`src/rtl/seg7_pkg.sv`:
```
`default_nettype none
// ============================================================================
// Module   : seg7_pkg
// Purpose  : Shared definitions for the 7-segment scan driver: the hex font
//            (active-high lit pattern, bit6=a .. bit0=g), the all-unlit
//            pattern and a nibble-to-segment lookup helper.
// Ports    : none (package)
// Revision : 1.0 - initial release
// ============================================================================
package seg7_pkg;

  // All segments unlit, expressed in the active-high sense.
  localparam logic [6:0] SEG_OFF = 7'h00;

  // Index n holds the lit pattern of hex digit n. Listed from F down to 0
  // because the leftmost concatenation element lands at the top index.
  localparam logic [15:0][6:0] FONT = {
    7'h47, 7'h4F, 7'h3D, 7'h4E,   // F E d C
    7'h1F, 7'h77, 7'h73, 7'h7F,   // b A 9 8
    7'h70, 7'h5F, 7'h5B, 7'h33,   // 7 6 5 4
    7'h79, 7'h6D, 7'h30, 7'h7E    // 3 2 1 0
  };

  function automatic logic [6:0] hex2seg(input logic [3:0] nib);
    return FONT[nib];
  endfunction

endpackage
`default_nettype wire

```
`src/rtl/seg7_lz_mask.sv`:
```
`default_nettype none
// ============================================================================
// Module   : seg7_lz_mask
// Purpose  : Leading-zero blank mask. Bit k (k>0) is set when nibbles
//            k..NUM_DIGITS-1 of disp are all zero. Bit 0 is never set so a
//            zero value still shows a single "0".
// Ports    : disp  in  4*NUM_DIGITS  displayed value
//            mask  out NUM_DIGITS    1 = digit is a leading zero
// Revision : 1.0 - initial release
// ============================================================================
module seg7_lz_mask
  import seg7_pkg::*;
#(
  parameter int NUM_DIGITS = 8
) (
  input  logic [4*NUM_DIGITS-1:0] disp,
  output logic [NUM_DIGITS-1:0]   mask
);

  logic w_seen_nonzero;

  // Walk from the most significant digit downwards; once a non-zero nibble
  // has been seen, every lower digit is significant.
  always_comb begin
    mask           = '0;
    w_seen_nonzero = 1'b0;
    for (int k = NUM_DIGITS - 1; k > 0; k--) begin
      w_seen_nonzero = w_seen_nonzero | (disp[4*k +: 4] != 4'h0);
      mask[k]        = ~w_seen_nonzero;
    end
  end

endmodule
`default_nettype wire

```
`src/rtl/seg7_scan_driver.sv`:
```
`default_nettype none
// ============================================================================
// Module   : seg7_scan_driver
// Purpose  : Time-multiplexed hex driver for a NUM_DIGITS common-anode
//            7-segment bank. One shared segment bus, one enable per digit.
//            New values are staged in a shadow register and committed only
//            at frame end, so a scan never mixes old and new digits.
//            Supports leading-zero blanking and whole-display blink.
// Ports    : clk         in  1             system clock
//            rst_n       in  1             synchronous active-low reset
//            value_in    in  4*NUM_DIGITS  value, nibble k -> digit k
//            load        in  1             strobe, captures value_in
//            blank_lz    in  1             leading-zero blanking enable
//            blink_en    in  1             blink enable
//            seg         out 7             segment bus, bit6=a .. bit0=g
//            an          out NUM_DIGITS    digit enables
//            frame_done  out 1             pulse after each full scan
// Revision : 1.0 - initial release
// ============================================================================
module seg7_scan_driver
  import seg7_pkg::*;
#(
  parameter int NUM_DIGITS     = 8,
  parameter int CLK_DIV        = 50000,
  parameter int BLINK_FRAMES   = 64,
  parameter int SEG_ACTIVE_LOW = 1,
  parameter int AN_ACTIVE_LOW  = 1
) (
  input  logic                    clk,
  input  logic                    rst_n,
  input  logic [4*NUM_DIGITS-1:0] value_in,
  input  logic                    load,
  input  logic                    blank_lz,
  input  logic                    blink_en,
  output logic [6:0]              seg,
  output logic [NUM_DIGITS-1:0]   an,
  output logic                    frame_done
);

  localparam int PRE_W = $clog2(CLK_DIV);
  localparam int IDX_W = (NUM_DIGITS > 1) ? $clog2(NUM_DIGITS) : 1;
  localparam int BLK_W = (BLINK_FRAMES > 1) ? $clog2(BLINK_FRAMES) : 1;

  localparam logic [PRE_W-1:0] PRE_LAST = PRE_W'(CLK_DIV - 1);
  localparam logic [IDX_W-1:0] IDX_LAST = IDX_W'(NUM_DIGITS - 1);
  localparam logic [BLK_W-1:0] BLK_LAST = BLK_W'(BLINK_FRAMES - 1);

  // Pin-level "off" patterns after polarity is applied.
  localparam logic [6:0] SEG_DARK = (SEG_ACTIVE_LOW != 0) ? ~SEG_OFF : SEG_OFF;
  localparam logic [NUM_DIGITS-1:0] AN_DARK =
    (AN_ACTIVE_LOW != 0) ? {NUM_DIGITS{1'b1}} : {NUM_DIGITS{1'b0}};

  logic [PRE_W-1:0]          r_prescaler;
  logic [IDX_W-1:0]          r_digit_idx;
  logic [4*NUM_DIGITS-1:0]   r_shadow;
  logic [4*NUM_DIGITS-1:0]   r_disp;
  logic                      r_pending;
  logic [BLK_W-1:0]          r_blink_cnt;
  logic                      r_blink_phase;

  logic                      w_slot_end;
  logic                      w_frame_end;
  logic [NUM_DIGITS-1:0]     w_lz_mask;
  logic [NUM_DIGITS-1:0]     w_an_sel;
  logic [3:0]                w_nib;
  logic [6:0]                w_seg_lit;
  logic [6:0]                w_seg_drv;
  logic [NUM_DIGITS-1:0]     w_an_drv;
  logic                      w_blank;

  assign w_slot_end  = (r_prescaler == PRE_LAST);
  assign w_frame_end = w_slot_end && (r_digit_idx == IDX_LAST);

  // ---------------------------------------------------------------- scan
  always_ff @(posedge clk) begin
    if (!rst_n) begin
      r_prescaler <= '0;
      r_digit_idx <= '0;
      frame_done  <= 1'b0;
    end else begin
      r_prescaler <= w_slot_end ? '0 : r_prescaler + 1'b1;
      if (w_slot_end) begin
        r_digit_idx <= (r_digit_idx == IDX_LAST) ? '0 : r_digit_idx + 1'b1;
      end
      frame_done <= w_frame_end;
    end
  end

  // -------------------------------------------------------------- commit
  // The commit reads the pre-edge shadow; a load on the same edge then
  // overwrites shadow and re-arms pending (the later assignment wins), so
  // that value goes out at the following frame end.
  always_ff @(posedge clk) begin
    if (!rst_n) begin
      r_shadow  <= '0;
      r_disp    <= '0;
      r_pending <= 1'b0;
    end else begin
      if (w_frame_end && r_pending) begin
        r_disp    <= r_shadow;
        r_pending <= 1'b0;
      end
      if (load) begin
        r_shadow  <= value_in;
        r_pending <= 1'b1;
      end
    end
  end

  // --------------------------------------------------------------- blink
  always_ff @(posedge clk) begin
    if (!rst_n) begin
      r_blink_cnt   <= '0;
      r_blink_phase <= 1'b0;
    end else if (w_frame_end) begin
      if (r_blink_cnt == BLK_LAST) begin
        r_blink_cnt   <= '0;
        r_blink_phase <= ~r_blink_phase;
      end else begin
        r_blink_cnt <= r_blink_cnt + 1'b1;
      end
    end
  end

  // --------------------------------------------------------- output path
  seg7_lz_mask #(
    .NUM_DIGITS (NUM_DIGITS)
  ) u_lz_mask (
    .disp (r_disp),
    .mask (w_lz_mask)
  );

  generate
    for (genvar k = 0; k < NUM_DIGITS; k++) begin : g_an_sel
      assign w_an_sel[k] = (r_digit_idx == IDX_W'(k));
    end
  endgenerate

  assign w_nib     = r_disp[{r_digit_idx, 2'b00} +: 4];
  assign w_seg_lit = hex2seg(w_nib);
  assign w_seg_drv = (SEG_ACTIVE_LOW != 0) ? ~w_seg_lit : w_seg_lit;
  assign w_an_drv  = (AN_ACTIVE_LOW != 0) ? ~w_an_sel : w_an_sel;
  assign w_blank   = (blank_lz & w_lz_mask[r_digit_idx]) | (blink_en & r_blink_phase);

  always_ff @(posedge clk) begin
    if (!rst_n) begin
      seg <= SEG_DARK;
      an  <= AN_DARK;
    end else begin
      seg <= w_blank ? SEG_DARK : w_seg_drv;
      an  <= w_blank ? AN_DARK  : w_an_drv;
    end
  end

endmodule
`default_nettype wire

```
`config.mk`:
```
export PLATFORM = sky130hd
export DESIGN_NAME = seg7_scan_driver
export DESIGN_NICKNAME = d
export VERILOG_FILES = /design/src/rtl/seg7_pkg.sv /design/src/rtl/seg7_lz_mask.sv /design/src/rtl/seg7_scan_driver.sv
export SDC_FILE = /design/constraint.sdc
export NUM_CORES = 1
export LEC_CHECK = 0
export ABC_CLOCK_PERIOD_IN_PS = 2250
export CAP_MARGIN = 5
export CORE_MARGIN = 5
export CORE_UTILIZATION = 50
export CTS_CLUSTER_SIZE = 24
export DETAILED_ROUTE_END_ITERATION = 12
export PLACE_DENSITY = 0.84
export SYNTH_ARGS = -nofsm -noshare
export SYNTH_HDL_FRONTEND = slang
export SYNTH_SLANG_ARGS = --single-unit
```
`constraint.sdc`:
```
create_clock -name clk -period 2.25 [get_ports clk]
set_input_delay 0.45 -clock clk [delete_from_list [all_inputs] [get_ports clk]]
set_output_delay 0.45 -clock clk [all_outputs]
set_load 0.01 [all_outputs]
```
==> results.md <==
- Status: finished, final reports clean
- PwrDens: 601 nW/um^2
- Endpoints failing hold: 0
- Largest net degree at the start of global routing: 34
- Worst Min Path Start: r_disp[0]$_SDFFE_PN0P_
- Input/output buffers: 52
- Initial drt markers: approximately 220
- FFs w/ async S/R, synth: 0%
- Path class of the lowest-slack min-delay path: reg2reg
- Worst skew pair latency: approximately 0.37 ns
- Post-synthesis net count: 537
- Transition time at the pin with the least slew margin: a little over 0.6 ns
- First-pass detailed-route iteration total: 4
- DRC Markers: 0
- Slowest cell on crit path: or4b_4
- Pins over their slew limit: 0
- Most frequently used flop master after synthesis: dfxtp_1
- Syn-to-layout area delta: 21.9%
- Die Y: approximately 100 um
- Achievable clock frequency: 466 MHz
- Startpoint type of the worst setup path: flip-flop
- Slew margin rel.: 59.1%
- Largest fanout on the critical path: 6
- Final standard cell utilization of the core: 62.4%
- EDFF count, synth: 0
- Register cell area after layout: approximately 2100 sq um
- Area taken by multi-input logic gates: 2170 sq um
- Post-synthesis instance area: around 4400 sq um
- Final HPWL DP: 7.05 mm
- Average routed wire per standard cell: 14.6 um
- Total number of vias: approximately 3600
- Cts bufs inserted: 9
- Number of synthesized register bits: approximately 110
- Top-Level Pins: 53
- Core area: approximately 8700 sq um
- Number of buffers on the longest clock path: 2
- CTS H-tree depth: 3
- Critical Path Start: r_prescaler[4]$_SDFF_PP0_
- Number of global-route vias before repair: around 3500
- Count of unique library cells instantiated by Yosys: 39
- Path type of the worst setup path: reg2reg
- Number of vias per cell after detailed routing: around 5.5
- Required time of the worst setup path: 2.56 ns
- Floorplan row count: 34
- Number of sinks handled by clock tree synthesis: roughly 110
- Number of inserted diodes: 0
- Slowest Stage Delay on Critical Path: between 0.5 and 0.6 ns
- PnR Total Power: 0.00326 W
- Top post-synthesis cells by area: dfxtp_1 48%, mux2i_1 8.6%, nand2_1 7.3%
- All-layer global routing usage: between 10% and 20%
- Total leakage power: 2.11 nW
- Most common cell in the synthesized netlist: dfxtp_1
- Share of the yosys chip area belonging to registers: 48.2%
- Top cell type by total area after synthesis: dfxtp_1
- CTS tree: yes
- Share of layout cells above drive strength 1: a little over a tenth
- Worst reg2reg startpoint: r_prescaler[4]$_SDFF_PP0_
- Worst path arrival time: 2.45 ns
- Effective utilization at floorplan: approximately half
- Worst vdd rail ir drop: roughly 0.48 mV
- Final design instance area without fill: 5420 sq um
- Root buffer cell: clkbuf_8
- Post-route antenna net violation count: 0
- Total die area: around 11000 sq um
- Share of the synthesized area in the top cell type: about half
- Sum of overflow across all layers after global routing: 0
- DIE WIDTH: 104 um
- Global-route wire length before repair: between 15 and 20 mm
- Share of the cycle needed by the critical path after routing: a little over nine tenths
- Worst-path cell chain: or4b_4 -> nor4_4 -> nand4_2 -> or4_1 -> a21oi_1
- Net count of the finished layout: 597
- Clock transition at the registers of the reported paths: approximately 0.10 ns
- Worst clock skew: 0.00858 ns
- Synthesis warning total: 0
- Cts hold-fix bufs: 0
- Post-Route Hold Slack: about 0.46 ns
- Standard cell area after detailed placement: 5190 sq um
- Total of max-cap violations: 0
- Number of setup violations in the final report: 0
- Fillcell total: slightly above 700
- GP Congestion: between 0.8 and 0.9
- Number of antenna violations at the first check in global routing: 0
- Worst setup EP type: flip-flop
- Wire length after detailed routing: about 9.6 mm
- Final min period: 2.15 ns
- Average footprint of a synthesized cell: a little over 9 sq um
- Synthesized instance count: between 400 and 500
- Most common library cells after synthesis: 107 x dfxtp_1, 87 x nand2_1, 62 x nor2_1
## cell type report
type / count / area share, %
Multi-Input combinational cell: 343 / 40.1
Sequential cell: 107 / 39.6
Timing Repair Buffer: 75 / 13.6
Tap cell: 108 / 2.49
Clock buffer: 9 / 2.29
Clock inverter: 6 / 1.11
Inverter: 11 / 0.762
## layout by cell type (no fill, tap or decap), types with 3 or more instances in the layout
cell             instances
mux4_2                   8
clkdlybuf4s50_1         51
mux2i_1                 37
a21oi_1                 45
buf_4                   19
o21ai_0                  5
dfxtp_1                106
nand2_1                 87
ha_1                    13
xor2_1                   8
and3_1                   4
or3_1                    3
inv_2                    3
xnor2_1                  7
buf_12                   4
inv_1                    8
nor3_1                   5
o211ai_1                 4
nor2_1                  62
or4_1                    3
nor4_1                   6
nand3_1                 19
clkbuf_8                 9
inv_6                    3
## metrics by stage
stage                     worst slack, ns  TNS (ns)  cells
final                               0.104         0    659
after CTS                          0.0327         0    654
after detailed placement           0.0613         0    639
after global routing              -0.0146   -0.0146    659
after floorplan                    0.0914         0    487
after global placement              0.144         0    639
## path summary, 6_finish.rpt
path | end | slack [ns] | cells after the start
hold / removal | r_disp[0]$_SDFFE_PN0P_ | 0.46 | 2
setup / recovery | r_blink_cnt[5]$_SDFFE_PN0P_ | 0.10 | 5
setup reg to reg | r_blink_cnt[5]$_SDFFE_PN0P_ | 0.10 | 5
hold reg to reg | r_disp[0]$_SDFFE_PN0P_ | 0.46 | 2
## repair_timing
action                                  4_1_cts  5_1_grt
endpoints found under the setup margin        0        6
resized for setup                             0        5
setup buffers                                 0        5
## registers in the layout, indices dropped and copies added (netlist names)
register,flops
seg,7
r_blink_phase,1
frame_done,1
r_digit_idx,3
r_disp,32
r_shadow,32
r_prescaler,16
r_blink_cnt,6
r_pending,1
an,8
## worst max-delay path, delay by kind of cell, from the launching register on
| kind | cells | cell delay, ns |
|---|---|---|
| AND/OR/NAND/NOR | 4 | 1.54 |
| flip-flops | 1 | 0.37 |
| AO/OA/AOI/OAI | 1 | 0.17 |
## metal layers
| metal | global-route usage, % | wire length [um] |
|---|---|---|
| met2 | 28.9 | 4630 |
| met3 | 4.53 | 646 |
| met1 | 22.3 | 4130 |
| met5 | 0 | 0 |
| met4 | 7.40 | 229 |
## kinds of logic after synthesis
logic type / after synthesis / share of synthesized area (%)
adders and majority gates: 13 / 3.66
buffers and inverters: 37 / 3.32
and+or+nand+nor: 203 / 20.7
AOI/OAI and AO/OA: 65 / 8.25
DFF: 107 / 48.2
xor gates and xnor gates: 15 / 2.96
muxes: 47 / 12.9
## where the power goes
group          leakage, nW  total (W)  switching [W]  internal, W
registers            0.873    0.00196      0.0000259      0.00194
logic                 1.14   0.000207      0.0000867     0.000120
clock network       0.0934    0.00109       0.000667     0.000421
total                 2.11    0.00326       0.000779      0.00248
No activity file was read; power rests on OpenSTA's default activity.
